### src/rtl/rst_seq_multi.sv
// rst_seq_multi: lock-synchronised, debounced, staggered multi-domain reset sequencer
// with software warm reset and a saturating lock-loss counter.
module rst_seq_multi #(
   parameter int N_CH           = 4,
   parameter int SYNC_STAGES    = 2,
   parameter int LOCK_FILTER    = 16,
   parameter int DELAY_CYCLES   = 100,
   parameter int STAGGER_CYCLES = 16,
   parameter int SW_HOLD_CYCLES = 8
) (
   input  logic            clk,
   input  logic            reset,
   input  logic            lock_in,
   input  logic            sw_reset_req,
   output logic [N_CH-1:0] reset_n_out,
   output logic            ready,
   output logic [7:0]      lock_loss_cnt
);
   localparam int M1  = LOCK_FILTER > DELAY_CYCLES ? LOCK_FILTER : DELAY_CYCLES;
   localparam int M2  = STAGGER_CYCLES > SW_HOLD_CYCLES ? STAGGER_CYCLES : SW_HOLD_CYCLES;
   localparam int CW  = $clog2((M1 > M2 ? M1 : M2) + 1);
   localparam int CHW = $clog2(N_CH) + 1;

   typedef enum logic [2:0] {WAIT_LOCK, FILTER, DELAY, RELEASE, RUN, SW_HOLD} state_t;

   state_t                 state, state_nxt;
   logic [SYNC_STAGES-1:0] sync;
   logic [CW-1:0]          cnt, cnt_nxt;
   logic [CHW-1:0]         ch, ch_nxt;
   logic [N_CH-1:0]        rstn_nxt;
   logic [7:0]             llc_nxt;
   logic                   lock_s, lock_loss, f_done, d_done, s_done, h_done;

   assign lock_s    = sync[SYNC_STAGES-1];
   assign f_done    = cnt == CW'(LOCK_FILTER - 1);
   assign d_done    = cnt == CW'(DELAY_CYCLES - 1);
   assign s_done    = cnt == CW'(STAGGER_CYCLES - 1);
   assign h_done    = cnt == CW'(SW_HOLD_CYCLES - 1);
   assign lock_loss = !lock_s && (state == DELAY || state == RELEASE || state == RUN || state == SW_HOLD);

   always_ff @(posedge clk or posedge reset) begin
      if (reset) begin
         sync          <= '0;
         state         <= WAIT_LOCK;
         cnt           <= '0;
         ch            <= '0;
         reset_n_out   <= '0;
         ready         <= 1'b0;
         lock_loss_cnt <= '0;
      end else begin
         sync          <= {sync[SYNC_STAGES-2:0], lock_in};
         state         <= state_nxt;
         cnt           <= cnt_nxt;
         ch            <= ch_nxt;
         reset_n_out   <= rstn_nxt;
         ready         <= state_nxt == RUN;
         lock_loss_cnt <= llc_nxt;
      end
   end

   // Lock loss overrides every other transition, including a coincident sw request.
   always_comb begin
      state_nxt = state;
      if (lock_loss)
         state_nxt = WAIT_LOCK;
      else
         case (state)
            WAIT_LOCK: state_nxt = lock_s ? FILTER : WAIT_LOCK;
            FILTER:    state_nxt = !lock_s ? WAIT_LOCK : f_done ? DELAY : FILTER;
            DELAY:     state_nxt = d_done ? (N_CH == 1 ? RUN : RELEASE) : DELAY;
            RELEASE:   state_nxt = (s_done && ch == CHW'(N_CH - 1)) ? RUN : RELEASE;
            RUN:       state_nxt = sw_reset_req ? SW_HOLD : RUN;
            SW_HOLD:   state_nxt = h_done ? DELAY : SW_HOLD;
            default:   state_nxt = WAIT_LOCK;
         endcase
   end

   always_comb begin
      cnt_nxt  = (state_nxt != state || state == WAIT_LOCK || state == RUN || (state == RELEASE && s_done))
                 ? '0 : cnt + CW'(1);
      ch_nxt   = lock_loss ? '0
               : (state == DELAY && d_done) ? CHW'(1)
               : (state == RELEASE && s_done) ? ch + CHW'(1) : ch;
      rstn_nxt = (lock_loss || (state == RUN && sw_reset_req)) ? '0
               : (state == DELAY && d_done) ? reset_n_out | N_CH'(1)
               : (state == RELEASE && s_done) ? reset_n_out | (N_CH'(1) << ch) : reset_n_out;
      llc_nxt  = (lock_loss && (state == RELEASE || state == RUN) && lock_loss_cnt != 8'hff)
                 ? lock_loss_cnt + 8'd1 : lock_loss_cnt;
   end
endmodule
### config.mk
export PLATFORM = sky130hd
export DESIGN_NAME = rst_seq_multi
export DESIGN_NICKNAME = d
export VERILOG_FILES = /design/src/rtl/rst_seq_multi.sv
export SDC_FILE = /design/constraint.sdc
export NUM_CORES = 1
export LEC_CHECK = 0
export ABC_CLOCK_PERIOD_IN_PS = 3300
export CORE_MARGIN = 4
export CORE_UTILIZATION = 59
export CTS_CLUSTER_SIZE = 40
export DETAILED_ROUTE_END_ITERATION = 7
export HOLD_SLACK_MARGIN = 0.02
export PLACE_DENSITY_LB_ADDON = 0.3
export SYNTH_ARGS = -nofsm -noshare
export SYNTH_HDL_FRONTEND = slang
export SYNTH_SLANG_ARGS = --single-unit
### constraint.sdc
create_clock -name clk -period 3.3 [get_ports clk]
set_clock_uncertainty 0.15 [all_clocks]
set_input_delay 0.495 -clock clk [delete_from_list [all_inputs] [get_ports clk]]
set_output_delay 0.495 -clock clk [all_outputs]
set_load 0.005 [all_outputs]
==> summary.md <==
| Metric | Value |
|---|---|
| First-pass DRT Iterations | `5` |
| RSZ-0062 raised after global routing | `false` |
| Core ar. | `0.00250 mm2` |
| Slew @ Worst Pin | `0.587 ns` |
| Fraction of layout cells with a size suffix above 1 | `0.123` |
| Post-synth EDFFs | `0` |
| # rows | `18` |
| GR Util All Layers | `0.213` |
| Tmin final | `2.50 ns` |
| Htree depth | `1` |
| Fin. max-slew vios | `0` |
| Ratio of final minimum period to clock period | `0.758` |
| Synth cell types | `39` |
| Clk buf depth | `2` |
| Setup Buffers After CTS | `0` |
| Wire per inst | `16.6 um` |
| TritonCTS buffer count | `3` |
| Congestion Overflow GR | `0` |
| Max-cap violations | `0` |
| Max IR drop VDD | `0.000287 V` |
| ANT nets after route | `0` |
| Initial antenna violation count | `0` |
| Starting density of the core | `0.623` |
| Final-stage net count | `174` |
| PortBufs | `16` |
| Clock Power Share | `0.305` |
| Mapped cell area | `0.00156 mm2` |
| CP arrival | `2.59 ns` |
| Post-CTS sizing | `0` |
| Synth top area share | `0.450` |
| I/O pin count | `17` |
| Area grow syn2layout | `11.5%` |
| Final setup viols | `0` |
| Crit end category | `flop` |
| Cells after Synth | `147` |
| Fin. Hold Viols | `0` |
| Largest net degree at the start of global routing | `29` |
| Root Buffer | `clkbuf_4` |
| Synthesis Warnings | `0` |
| TNS Setup | `0 ns` |
| Vias per Instance | `5.90` |
| Status | `finished clean` |
| DRT iter0 DRCs | `116` |
| Comb pwr share | `0.056` |
| Worst-skew pair later-pin latency | `0.33 ns` |
| Leading area contributor after synthesis | `dfrtp_1` |
| Asr flop ratio synth | `1.00` |
| CTS tree | `yes` |
| Worst EP required | `3.39 ns` |
| Post-Route WL | `3.19 mm` |
| CTS Sinks | `28` |
| First-pass GRT wire length | `5.63 mm` |
| Routed via count | `1,132` |
| Seq cells post-synth | `28` |
| Part of the power in registers | `0.639` |
| Dpl hpwl | `2.36 mm` |
| Die width | `59.4 um` |
| Max Clk Rate | `400 MHz` |
| DRC violation count after routing | `0` |
| Synth Net Count | `158` |
| Hold_ws | `0.229 ns` |
| Synth area leaders | `dfrtp_1 45%, ha_1 5.6%, xnor2_1 5.6%` |
| Startpoint Class | `flop` |
| CTS hold repair buffers | `0` |
| Clk slew on worst S/H paths | `0.15 ns` |
| Count leader, synth | `dfrtp_1` |
| Vias in the first global route | `1,244` |
| ANT cells | `0` |
| Critical path fanouts, max | `7` |
| Power Density | `319 mW/mm2` |
| Crit Path Class | `flop to flop` |
| Worst min-delay path category | `flop to flop` |
| Register area share after synthesis | `0.450` |
| Switching share of total power | `0.229` |
| Slew margin rel. | `0.606` |
| P_sw | `0.127 mW` |
| Synth Area per Inst | `10.6 um2` |
| Synth cell count leaders | `28 x dfrtp_1, 13 x nor2_1, 11 x nand2_1, 10 x xnor2_1` |
| Main synth FF type | `dfrtp_1` |
| Die Span Y | `59.4 um` |
| Die Area | `0.00352 mm2` |
| Pint | `0.428 mW` |
| LEAKAGE | `0.745 nW` |
| Final GP Congestion | `0.906` |
## logic make-up after synthesis
family	synth area share
buf+inv	0.0547
simple gates	0.248
flops	0.450
fa+ha+maj	0.0627
mux	0.0201
compound gates	0.0852
xor+xnor	0.0788
## worst max-delay path, cell delays in order (launching register included)
cell and delay [ns]:
dfrtp_1 0.40, ha_1 0.24, nor4b_2 0.42, nand4b_1 0.22, a211oi_2 0.31, a21oi_1 0.15, o21ba_4 0.24, nor4_1 0.28
## state kept, by name, indices dropped and copies added (netlist names)
name,cells
state,3
cnt,7
lock_loss_cnt,8
ch,3
reset_n_out,4
ready,1
sync,2
## through the flow
stage	setup slack [ns]	instances	total power, mW	utilization	cell area, um2
after floorplan	1.11	147	0.382	-	1560
after global placement	0.983	188	0.389	0.680	1700
after detailed placement	0.833	188	0.392	0.680	1700
after CTS	0.801	192	0.557	0.694	1740
after global routing	0.564	192	0.576	0.694	1740
final	0.797	192	0.554	0.694	1740
## power by group through the flow
| stage | logic [mW] | clock network (mW) | registers (mW) |
|---|---|---|---|
| after floorplan | 0.0261 | 0 | 0.356 |
| after global placement | 0.0297 | 0 | 0.360 |
| after detailed placement | 0.0315 | 0 | 0.360 |
| after CTS | 0.0313 | 0.172 | 0.354 |
| after global routing | 0.0350 | 0.186 | 0.355 |
| final | 0.0310 | 0.169 | 0.354 |
## cell type report
type	count	area, um2
tap	30	37.5
fill	203	764
inverter	6	22.5
clock buffer	4	36.3
sequential	28	701
multi-input combinational	107	771
timing repair buffer	17	168
## placed cells by master, fill, tap and decap left out, types with 2 or more instances in the layout
cell	Yosys	layout
or2b_2	2	2
nor2_1	13	13
nand4_1	7	7
mux2i_1	2	2
nor3_2	2	2
dfrtp_1	28	28
inv_1	6	6
nand2_1	11	11
nor4_1	4	4
ha_1	7	7
clkbuf_4	0	3
a21oi_1	8	8
xor2_1	4	4
clkdlybuf4s50_1	0	16
a211oi_1	2	2
and3_1	3	3
o22ai_1	2	2
nor3_1	8	8
nor2b_1	2	2
xnor2_1	10	10
nor4b_2	2	2
nand3_1	2	2
## final timing paths
path | to | start | slack (ns) | cells past startpoint
setup / recovery | cnt[3]$_DFF_PP0_ | cnt[0]$_DFF_PP0_ | 0.80 | 7
hold / removal | sync[1]$_DFF_PP0_ | sync[0]$_DFF_PP0_ | 0.23 | 0
setup reg to reg | cnt[3]$_DFF_PP0_ | cnt[0]$_DFF_PP0_ | 0.80 | 7
hold reg to reg | sync[1]$_DFF_PP0_ | sync[0]$_DFF_PP0_ | 0.23 | 0
max in group asynchronous | ch[0]$_DFFE_PP0P_ | reset | 2.39 | 3
min in group asynchronous | lock_loss_cnt[4]$_DFFE_PP0P_ | reset | 0.35 | 3
## per-layer routing
layer | vias up | global-route usage | part of all wire
li1 | 550 | - | -
met5 | - | 0 | 0
met3 | 9 | 0.0349 | 0.037
met2 | 35 | 0.348 | 0.50
met4 | 0 | 0.129 | 0.029
met1 | 538 | 0.262 | 0.43
(Power assumes the default switching activity.)
